`src/rtl/xor_selftest_seq.sv`:
```
// Exhaustive self-test sequencer for a parity gate: sweeps every input vector,
// compares the sampled gate output with the expected parity and reports the result.
module xor_selftest_seq #(
  parameter int N_IN   = 2,
  parameter int SETTLE = 1
) (
  input  logic            clk,
  input  logic            reset,
  input  logic            start,
  output logic [N_IN-1:0] vec,
  input  logic            dut_out,
  output logic            busy,
  output logic            done,
  output logic            pass,
  output logic [N_IN:0]   fail_count,
  output logic [N_IN-1:0] first_fail_vec
);

  localparam int CW = (SETTLE > 1) ? $clog2(SETTLE) : 1;
  localparam logic [CW-1:0]   CNT_INIT = CW'(SETTLE - 1);
  localparam logic [N_IN-1:0] VEC_LAST = '1;

  typedef enum logic [1:0] {S_IDLE, S_SETTLE, S_CHECK, S_DONE} state_t;

  state_t        state;
  logic [CW-1:0] settle_cnt;
  logic          mismatch;

  assign mismatch = (dut_out != ^vec);

  always_ff @(posedge clk) begin
    if (reset) begin
      state          <= S_IDLE;
      settle_cnt     <= '0;
      vec            <= '0;
      busy           <= 1'b0;
      done           <= 1'b0;
      pass           <= 1'b0;
      fail_count     <= '0;
      first_fail_vec <= '0;
    end else begin
      done <= 1'b0;
      case (state)
        S_IDLE: begin
          if (start) begin
            state          <= S_SETTLE;
            busy           <= 1'b1;
            vec            <= '0;
            fail_count     <= '0;
            first_fail_vec <= '0;
            settle_cnt     <= CNT_INIT;
          end
        end
        S_SETTLE: begin
          if (settle_cnt == '0) state <= S_CHECK;
          else                  settle_cnt <= settle_cnt - 1'b1;
        end
        S_CHECK: begin
          if (mismatch) begin
            fail_count <= fail_count + 1'b1;
            if (fail_count == '0) first_fail_vec <= vec;
          end
          // vec stays at all-ones after the last vector rather than wrapping
          if (vec == VEC_LAST) begin
            state <= S_DONE;
            busy  <= 1'b0;
            done  <= 1'b1;
          end else begin
            vec        <= vec + 1'b1;
            settle_cnt <= CNT_INIT;
            state      <= S_SETTLE;
          end
        end
        S_DONE: begin
          pass  <= (fail_count == '0);
          state <= S_IDLE;
        end
        default: state <= S_IDLE;
      endcase
    end
  end

endmodule

```
`config.mk`:
```
export PLATFORM = sky130hd
export DESIGN_NAME = xor_selftest_seq
export DESIGN_NICKNAME = d
export VERILOG_FILES = /design/src/rtl/xor_selftest_seq.sv
export SDC_FILE = /design/constraint.sdc
export NUM_CORES = 1
export LEC_CHECK = 0
export ABC_AREA = 1
export CAP_MARGIN = 20
export CORE_MARGIN = 5
export CORE_UTILIZATION = 46
export DETAILED_ROUTE_END_ITERATION = 8
export PLACE_DENSITY = 0.74
export SYNTH_ARGS = -nofsm -noshare
export SYNTH_HDL_FRONTEND = slang
export SYNTH_SLANG_ARGS = --single-unit
```
`constraint.sdc`:
```
create_clock -name clk -period 1.7 [get_ports clk]
set_clock_uncertainty 0.1 [all_clocks]
set_input_delay 0.17 -clock clk [delete_from_list [all_inputs] [get_ports clk]]
set_output_delay 0.17 -clock clk [all_outputs]
set_load 0.005 [all_outputs]
```
==> results.sh <==
export IMPL_ys_warn_count=0
export IMPL_syn2layout_area_growth_pct=29.2
export IMPL_max_slew_worst_pin_slew_ps=343
export IMPL_drc=0
export IMPL_htreeDepth=1
export IMPL_cts_tree="built"
export IMPL_utilization_pct=61.0
export IMPL_setup_viol=0
export IMPL_critical_path_required_ps=1430
export IMPL_final_common_cell="nand2_1"
export IMPL_whs_ps=387
export IMPL_finalSetupTns_ps=0
export IMPL_syn_inst=82
export IMPL_min_period_over_period_pct=86.4
export IMPL_wire_per_inst_um=9.71
export IMPL_irDropWorstVdd_uv=328
export IMPL_numCtsBuffers=3
export IMPL_first_global_vias=482
export IMPL_core_area_sq_um=1270
export IMPL_maxCapViolations=0
export IMPL_gp_congestion=0.730
export IMPL_p_comb_share_pct=16.0
export IMPL_antenna_found_initial=0
export IMPL_synth_nets=89
export IMPL_crit_family="buffers and inverters"
export IMPL_die_h_um=46.1
export IMPL_hold_path_class="reg2reg"
export IMPL_grt_util_all_layers_pct=12.9
export IMPL_mostFrequentLayoutCells="nand2_1 (21), inv_1 (13), clkdlybuf4s50_1 (13)"
export IMPL_path_clk_slew_ps=70
export IMPL_grt_max_degree=9
export IMPL_path_max_fanout=5
export IMPL_dieArea_sq_um=2120
export IMPL_clock_power_share_pct=29.8
export IMPL_fillCellCount=124
export IMPL_post_cts_setup_buffers=0
export IMPL_max_freq_mhz=681
export IMPL_grt_overflow_total=0
export IMPL_grt_pass1_wl_mm=1.91
export IMPL_die_w_um=46.1
export IMPL_worst_path_buf_inv=1
export IMPL_postCtsHoldBufs=0
export IMPL_ys_types=20
export IMPL_drtAntennaViolNets=0
export IMPL_core_rowCount=13
export IMPL_cp_start_kind="flop"
export IMPL_yosysSeqAreaShare_pct=40.1
export IMPL_multi_input_area_sq_um=303
export IMPL_finalNetCount=107
export IMPL_power_density_nw_per_um2=723
export IMPL_root_buffer="clkbuf_4"
export IMPL_p_int_w=0.000418
export IMPL_final_max_slew_violation_count=0
export IMPL_regArea_sq_um=240
export IMPL_ios=14
export IMPL_num_vias=535
export IMPL_cp_end_kind="output pin"
export IMPL_io_buffer_count=13
export IMPL_p_leak_nw=0.318
export IMPL_drive_gt1_share_pct=10.2
export IMPL_netlist_area_sq_um=599
export IMPL_clk_path_buf_depth=2
export IMPL_hold_viol=0
export IMPL_post_cts_resized=0
export IMPL_initial_core_util_pct=47.2
export IMPL_cts_sinks=12
export IMPL_dr_pass1_iters=4
export IMPL_arrival_ps=1200
export IMPL_post_route_min_period_ps=1470
export IMPL_vias_per_cell=4.73
export IMPL_p_sw_w=0.000141
export IMPL_crit_chain="clkdlybuf4s50_1"
export IMPL_totalWireLength_mm=1.10
export IMPL_diodes=0
export IMPL_slowest_stage="clkdlybuf4s50_1"
export IMPL_status="finished clean"
export IMPL_avgSynthCellArea_sq_um=7.31
export IMPL_critical_path_class="reg2out"
export IMPL_rsz0062_at_grt="false"
export IMPL_hpwl_um=873
export IMPL_clock_latency_ps=260
export IMPL_synth_seq_cells=12
export IMPL_max_stage_delay_ps=540
export IMPL_first_iter_violations=12
export IMPL_power_frac_seq_pct=54.2
export IMPL_slew_headroom_pct=76.9
export IMPL_p_sw_share_pct=25.3
flip-flops by register name (all words and copies together) (netlist names):
name and flops:
vec 2, done 1, first_fail_vec 2, state 2, busy 1, fail_count 3, pass 1
worst paths after layout:
kind,startpoint,endpoint,slack (ps),depth (start not counted)
min,fail_count[2],fail_count[2],390,2
max reg2reg,vec[0],first_fail_vec[1],310,8
max,vec[0],vec[0],230,1
min reg2reg,fail_count[2],fail_count[2],390,2
stage by stage:
step / area, sq um / power [W] / instances / setup WS, ps
2_1_floorplan: 599 / 0.000363 / 82 / 403
3_3_place_gp: 752 / 0.000399 / 110 / 326
3_5_place_dp: 752 / 0.000400 / 110 / 326
4_1_cts: 774 / 0.000569 / 113 / 211
5_1_grt: 774 / 0.000597 / 113 / 165
6_report: 774 / 0.000560 / 113 / 232
cell usage after synthesis, drive strengths merged:
cell	instances	area, sq um
nand3	5	37.5
o21ai	3	15.0
nor2	8	37.5
nor3	1	5.00
clkbuf	1	3.75
a31oi	1	6.26
nand2	23	96.4
a311oi	1	8.76
ha	3	37.5
dfxtp	12	240
inv	14	52.6
nand3b	1	7.51
a21oi	7	38.8
nand4	2	12.5
power groups by stage:
stage | sequential, W | clock, W | combinational, W
3_5_place_dp | 0.000310 | 0 | 0.0000899
5_1_grt | 0.000305 | 0.000190 | 0.000102
2_1_floorplan | 0.000309 | 0 | 0.0000538
4_1_cts | 0.000303 | 0.000175 | 0.0000905
3_3_place_gp | 0.000309 | 0 | 0.0000899
6_report | 0.000303 | 0.000167 | 0.0000897
cell families after synthesis:
| kind of cell | Yosys count | synth area share, % |
|---|---|---|
| AO/OA/AOI/OAI | 12 | 11.5 |
| adder cells (fa/ha/maj) | 3 | 6.26 |
| flip-flops | 12 | 40.1 |
| buffers and inverters | 15 | 9.39 |
| AND/OR/NAND/NOR | 40 | 32.8 |
area by class of cell:
cell class	count	share of cell area [%]
Multi-Input combinational cell	55	39.1
Sequential cell	12	31.0
Timing Repair Buffer	14	17.8
Inverter	14	6.79
Clock buffer	3	2.91
Tap cell	15	2.42
routing by layer:
| layer | part of all wire, % | vias to the layer above | track usage, % | routed length, um |
|---|---|---|---|---|
| met5 | 0 | - | 0 | 0 |
| met4 | 1.0 | 0 | 8.52 | 11 |
| met3 | 6.7 | 2 | 5.86 | 74 |
| met2 | 45 | 11 | 17.9 | 489 |
| met1 | 48 | 230 | 15.8 | 522 |
| li1 | - | 292 | - | - |
Note: power is estimated with default switching activity, not from simulation.
==> RTL change 1: new RTL, config.mk and constraints unchanged <==
The parameter `N_IN` goes from 2 to 4.
--- a/src/rtl/xor_selftest_seq.sv
+++ b/src/rtl/xor_selftest_seq.sv
@@ -2,5 +2,5 @@
 // compares the sampled gate output with the expected parity and reports the result.
 module xor_selftest_seq #(
-  parameter int N_IN   = 2,
+  parameter int N_IN   = 4,
   parameter int SETTLE = 1
 ) (
Interface: changed (resized fail_count, first_fail_vec and vec); port bits go from 14 to 20. The function was not compared with the original's and may differ.
==> RTL change 1 against the original RTL <==
Design area grew 66%; setup slack lost 0.15 ns; wire length grew 100%; synthesized cell count grew 62%; sequential power grew 55%; area after synthesis grew 58%; power grew 56%; largest cell class unchanged; clock power grew 25%; via count grew 76%; sequential cell count grew 6; largest power group unchanged.
==> RTL change 1: results (changes against the original RTL) <==
| Metric | Value |
|---|---|
| Hold Crit Class | `flip-flop to flip-flop (unchanged)` |
| Layout cells sized above 1 | `14.7% (was 10.2%)` |
| Via density | `4.96 (was 4.73)` |
| First-pass GRT wire length | `3.58 mm (was 1.91 mm)` |
| Syn_nets | `141 (was 89)` |
| WP data required | `1.43 ns (about the same)` |
| Critical Path Fanout Max | `5 (unchanged)` |
| Placed Instances | `182 (was 110)` |
| Clock transition at path regs | `0.10 ns (was 0.07 ns)` |
| Final net count | `173 (was 107)` |
| Largest net degree at the start of global routing | `15 (was 9)` |
| Slew @ Worst Pin | `0.364 ns (was 0.343 ns)` |
| Post-synthesis compound-gate area fraction | `9.27% (was 11.5%)` |
| Mux contribution to synthesized area | `0% (unchanged)` |
| Biggest regs | `fail_count x5, first_fail_vec x4, vec x4` |
| Gate Count Post-Synth | `133 (was 82)` |
| Seq/Total Area, Yosys | `38.1% (was 40.1%)` |
| WHS Endpoint | `busy (was fail_count[2])` |
| FF-to-FF End | `first_fail_vec[2] (was first_fail_vec[1])` |
| Setup TNS | `0 ns (unchanged)` |
| Post-Synth Adder-Cell Area | `5.30% (was 6.26%)` |
| Detailed placer's ending HPWL | `1.57 mm (was 873 um)` |
| Worst VDD drop | `0.393 mV (was 0.328 mV)` |
| Filler cell count | `193 (was 124)` |
| Xor and xnor area share after synthesis | `1.85% (was 0%)` |
| Final Wtd Congestion | `0.770 (was 0.730)` |
| Hold Startpoint | `busy (was fail_count[2])` |
| Internal power | `0.000625 W (was 0.000418 W)` |
| DR iter-0 viols | `11 (was 12)` |
| GRT Overall Usage | `14.1% (was 12.9%)` |
| Leakage power | `0.554 nW (was 0.318 nW)` |
| Kind of critical path | `flip-flop to primary output (unchanged)` |
| Synth top cells by count | `nand2_1, nor2_1, dfxtp_1, nand3_1, inv_1 (was nand2_1, inv_1, dfxtp_1)` |
| RR Startpoint | `vec[0] (unchanged)` |
| Later-pin clock latency in the skew report | `0.29 ns (was 0.26 ns)` |
| Ranking of synthesized cells by area | `dfxtp_1, nand2_1, nand3_1 (was dfxtp_1, nand2_1, inv_1)` |
| Vias in the first global route | `843 (was 482)` |
| Clock buffers created by TritonCTS | `3 (unchanged)` |
| Port buffer count | `19 (was 13)` |
| Htree depth | `1 (unchanged)` |
| Total Wirelength | `2.22 mm (was 1.10 mm)` |
| Status | `completed (unchanged)` |
| Reg2reg setup slack | `0.13 ns (was 0.31 ns)` |
| Per-cell routed wire length | `11.7 um (was 9.71 um)` |
| Hold slack | `0.376 ns (was 0.387 ns)` |
[RTL change 1: changes by cell type after synthesis, moves of 2 or more]
| cell | delta |
|---|---|
| nand3_1 | +14 |
| nor2_1 | +13 |
| nand2_1 | +10 |
| dfxtp_1 | +6 |
| a21oi_1 | +3 |
| buf_6 | +2 |
| inv_1 | +2 |
| o21ai_2 | +2 |
| xor2_1 | +2 |
[RTL change 1: per-layer routing]
layer | share of wire, % | vias up | GRT usage [%] | wire length, um
met5 | 0 | - | 0 | 0
met4 | 1.1 | 0 | 6.25 | 25
met3 | 3.7 | 4 | 3.03 | 82
met2 | 51 | 15 | 23.6 | 1140
met1 | 44 | 438 | 17.2 | 975
li1 | - | 485 | - | -
[RTL change 1: final cells by class]
cell class              instances  area share (%)
inverters                      17            5.36
repair buffers                 29            21.6
clock buffers                   3            1.75
well taps                      27            2.63
multi-input cells              96            40.5
flip-flops and latches         18            28.1
[RTL change 1: what timing repair did]
action / CTS / global route
setup endpoints to repair: 0 / 5
gates resized for setup: 0 / 3
setup buffers: 0 / 5
[RTL change 1: logic make-up (layout without fill, tap and decap cells)]
group,Yosys count,count (layout)
AOI/OAI and AO/OA,15,15
xor gates and xnor gates,2,2
adders and majority gates,4,4
buffers and inverters,19,49
DFF,18,18
and+or+nand+nor,75,75
[RTL change 1: worst max-delay path by stage]
stage | end | depth (start not counted)
floorplan | first_fail_vec[0] | 8
global placement | fail_count[4] | 9
detailed placement | fail_count[1] | 9
CTS | fail_count[1] | 9
global route | vec[2] | 2
finish | vec[0] | 2
[RTL change 1: power groups by stage]
stage / sequential (W) / combinational, W / clock [W]
floorplan: 0.000479 / 0.000106 / 0
finish: 0.000469 / 0.000195 / 0.000208
CTS: 0.000469 / 0.000184 / 0.000212
detailed placement: 0.000478 / 0.000183 / 0
global route: 0.000475 / 0.000218 / 0.000222
global placement: 0.000477 / 0.000179 / 0
[RTL change 1: critical path, cell delays in order (launching register included)]
cell	delay, ns
dfxtp_1	0.39
buf_4	0.16
clkdlybuf4s50_1	0.51
[RTL change 1: stage by stage]
step                utilization (%)  setup WS (ns)  instance area, um2
finish                         65.4         0.0804                1280
global route                   65.4       0.000568                1280
CTS                            61.5         0.0546                1210
detailed placement             60.3         0.0774                1180
global placement               60.3          0.163                1180
floorplan                         -          0.174                 945
==> RTL change 2: new RTL, config.mk and constraints unchanged <==
Made on the original files. Re-encode `state_t` (4 states) as Gray code, 2 bits wide.
--- a/src/rtl/xor_selftest_seq.sv
+++ b/src/rtl/xor_selftest_seq.sv
@@ -21,5 +21,5 @@
   localparam logic [N_IN-1:0] VEC_LAST = '1;
 
-  typedef enum logic [1:0] {S_IDLE, S_SETTLE, S_CHECK, S_DONE} state_t;
+  typedef enum logic [1:0] {S_IDLE = 2'b00, S_SETTLE = 2'b01, S_CHECK = 2'b11, S_DONE = 2'b10} state_t;
 
   state_t        state;
Check against the original RTL: no difference found for any inputs over 10 cycles, from zero or initial values and one cycle with reset high; not proved beyond that.
==> RTL change 2 against the original RTL <==
Fmax about the same; power grew 12%; design area unchanged; sequential cell count is the same; via count is 3.4% higher; setup slack is essentially flat; synthesized cell count increased by 1.2%; register-to-register slack worse by 0.04 ns; wire length is 12% higher; area after synthesis grew 0.63%; sequential power increased by 5%; largest power group unchanged.
==> RTL change 2: results (changes against the original RTL) <==
| Metric | Value |
|---|---|
| Seq/Total Area, Yosys | `39.8% (was 40.1%)` |
| DR pass1 iterations | `6 (was 4)` |
| Syn_nets | `90 (was 89)` |
| EDFF count, synth | `0 (unchanged)` |
| Vias in the first global route | `492 (was 482)` |
| Deepest clock path buffer count | `2 (unchanged)` |
| Slew @ Worst Pin | `0.279 ns (was 0.343 ns)` |
| Syn_area_per_cell | `7.27 um2 (was 7.31 um2)` |
| Ys Warns | `0 (unchanged)` |
| Later-pin clock latency in the skew report | `0.27 ns` |
| Synth top cells by count | `nand2_1, inv_1, dfxtp_1 (unchanged)` |
| Clock buffers created by TritonCTS | `3 (unchanged)` |
| Initial antenna violation count | `0 (unchanged)` |
| Detailed placer's ending HPWL | `961 um (was 873 um)` |
| Status | `completed (unchanged)` |
| Ys async rst share | `0% (unchanged)` |
| Via density | `4.85 (was 4.73)` |
| Critical Path Max Stage Delay | `0.53 ns` |
| Root buffer cell | `clkbuf_4 (unchanged)` |
| Crit path DAT | `1.20 ns (about the same)` |
| Largest net degree at the start of global routing | `9 (unchanged)` |
| Hold Crit Class | `flip-flop to flip-flop (unchanged)` |
| Layout cells sized above 1 | `11.1% (was 10.2%)` |
| Unique cell type count in the Yosys netlist | `18 (was 20)` |
| Largest Register | `fail_count (unchanged)` |
| Primary FF master, synth | `dfxtp_1 (unchanged)` |
| Startpoint Class | `flip-flop (unchanged)` |
| Critical path's top delay family | `buffers and inverters (unchanged)` |
| Port buffer count | `13 (unchanged)` |
| Worst VDD drop | `0.493 mV (was 0.328 mV)` |
| Slowest-stage cell, CP | `clkdlybuf4s50_1 (unchanged)` |
| Largest register FFs | `3 (unchanged)` |
| RR Startpoint | `vec[0] (unchanged)` |
| First-pass GRT wire length | `2.08 mm (was 1.91 mm)` |
| Critical Path Fanout Max | `5 (unchanged)` |
| Ranking of synthesized cells by area | `dfxtp_1, nand2_1, inv_1 (unchanged)` |
| Total Wirelength | `1.23 mm (was 1.10 mm)` |
| Leakage power | `0.355 nW (was 0.318 nW)` |
| Hold Startpoint | `busy (was fail_count[2])` |
| DR iter-0 viols | `6 (was 12)` |
| Post_cts resized | `0 (unchanged)` |
| Clock transition at path regs | `0.07 ns (about the same)` |
| GRT Overall Usage | `13.9% (was 12.9%)` |
| Final net count | `108 (was 107)` |
| Final Wtd Congestion | `0.813 (was 0.730)` |
==> RTL change 2: logic make-up after synthesis <==
family | synth area share (%)
AND/OR/NAND/NOR | 31.7
buffers and inverters | 10.8
AO/OA/AOI/OAI | 11.4
flip-flops | 39.8
adder cells (fa/ha/maj) | 6.22
==> RTL change 2: worst paths after layout <==
kind | to | slack [ns] | cells after the start
worst max-delay path | vec[0] | 0.23 | 1
worst max register to register | fail_count[2] | 0.27 | 7
worst min register to register | busy | 0.36 | 2
worst min-delay path | busy | 0.36 | 2
==> RTL change 2: final cells by class <==
class / instances / area, um2
clock buffer: 3 / 22.5
fill: 134 / 494
inverter: 16 / 65.1
multi-input combinational: 55 / 298
sequential: 12 / 240
tap: 15 / 18.8
timing repair buffer: 13 / 130
==> RTL change 2: per-layer routing <==
layer | vias up | share of wire (%) | track usage [%]
met5 | - | 0 | 0
met4 | 0 | 2.0 | 6.82
met3 | 4 | 4.7 | 3.52
met2 | 13 | 47 | 23.1
met1 | 241 | 46 | 16.4
li1 | 295 | - | -
==> RTL change 2: where the power goes <==
| group | switching, W | internal, W |
|---|---|---|
| combinational | 0.0000685 | 0.0000637 |
| clock | 0.0000919 | 0.0000819 |
| sequential | 0.0000180 | 0.000300 |
==> RTL change 2: per-stage QoR <==
| step | setup slack (ns) | instances | total power (W) | area, um2 | utilization [%] |
|---|---|---|---|---|---|
| after floorplan | 0.363 | 83 | 0.000401 | 603 | - |
| after global placement | 0.336 | 111 | 0.000454 | 752 | 59.3 |
| after detailed placement | 0.291 | 111 | 0.000457 | 752 | 59.3 |
| after CTS | 0.225 | 114 | 0.000628 | 774 | 61.0 |
| after global routing | 0.174 | 114 | 0.000672 | 774 | 61.0 |
| final | 0.232 | 114 | 0.000625 | 774 | 61.0 |
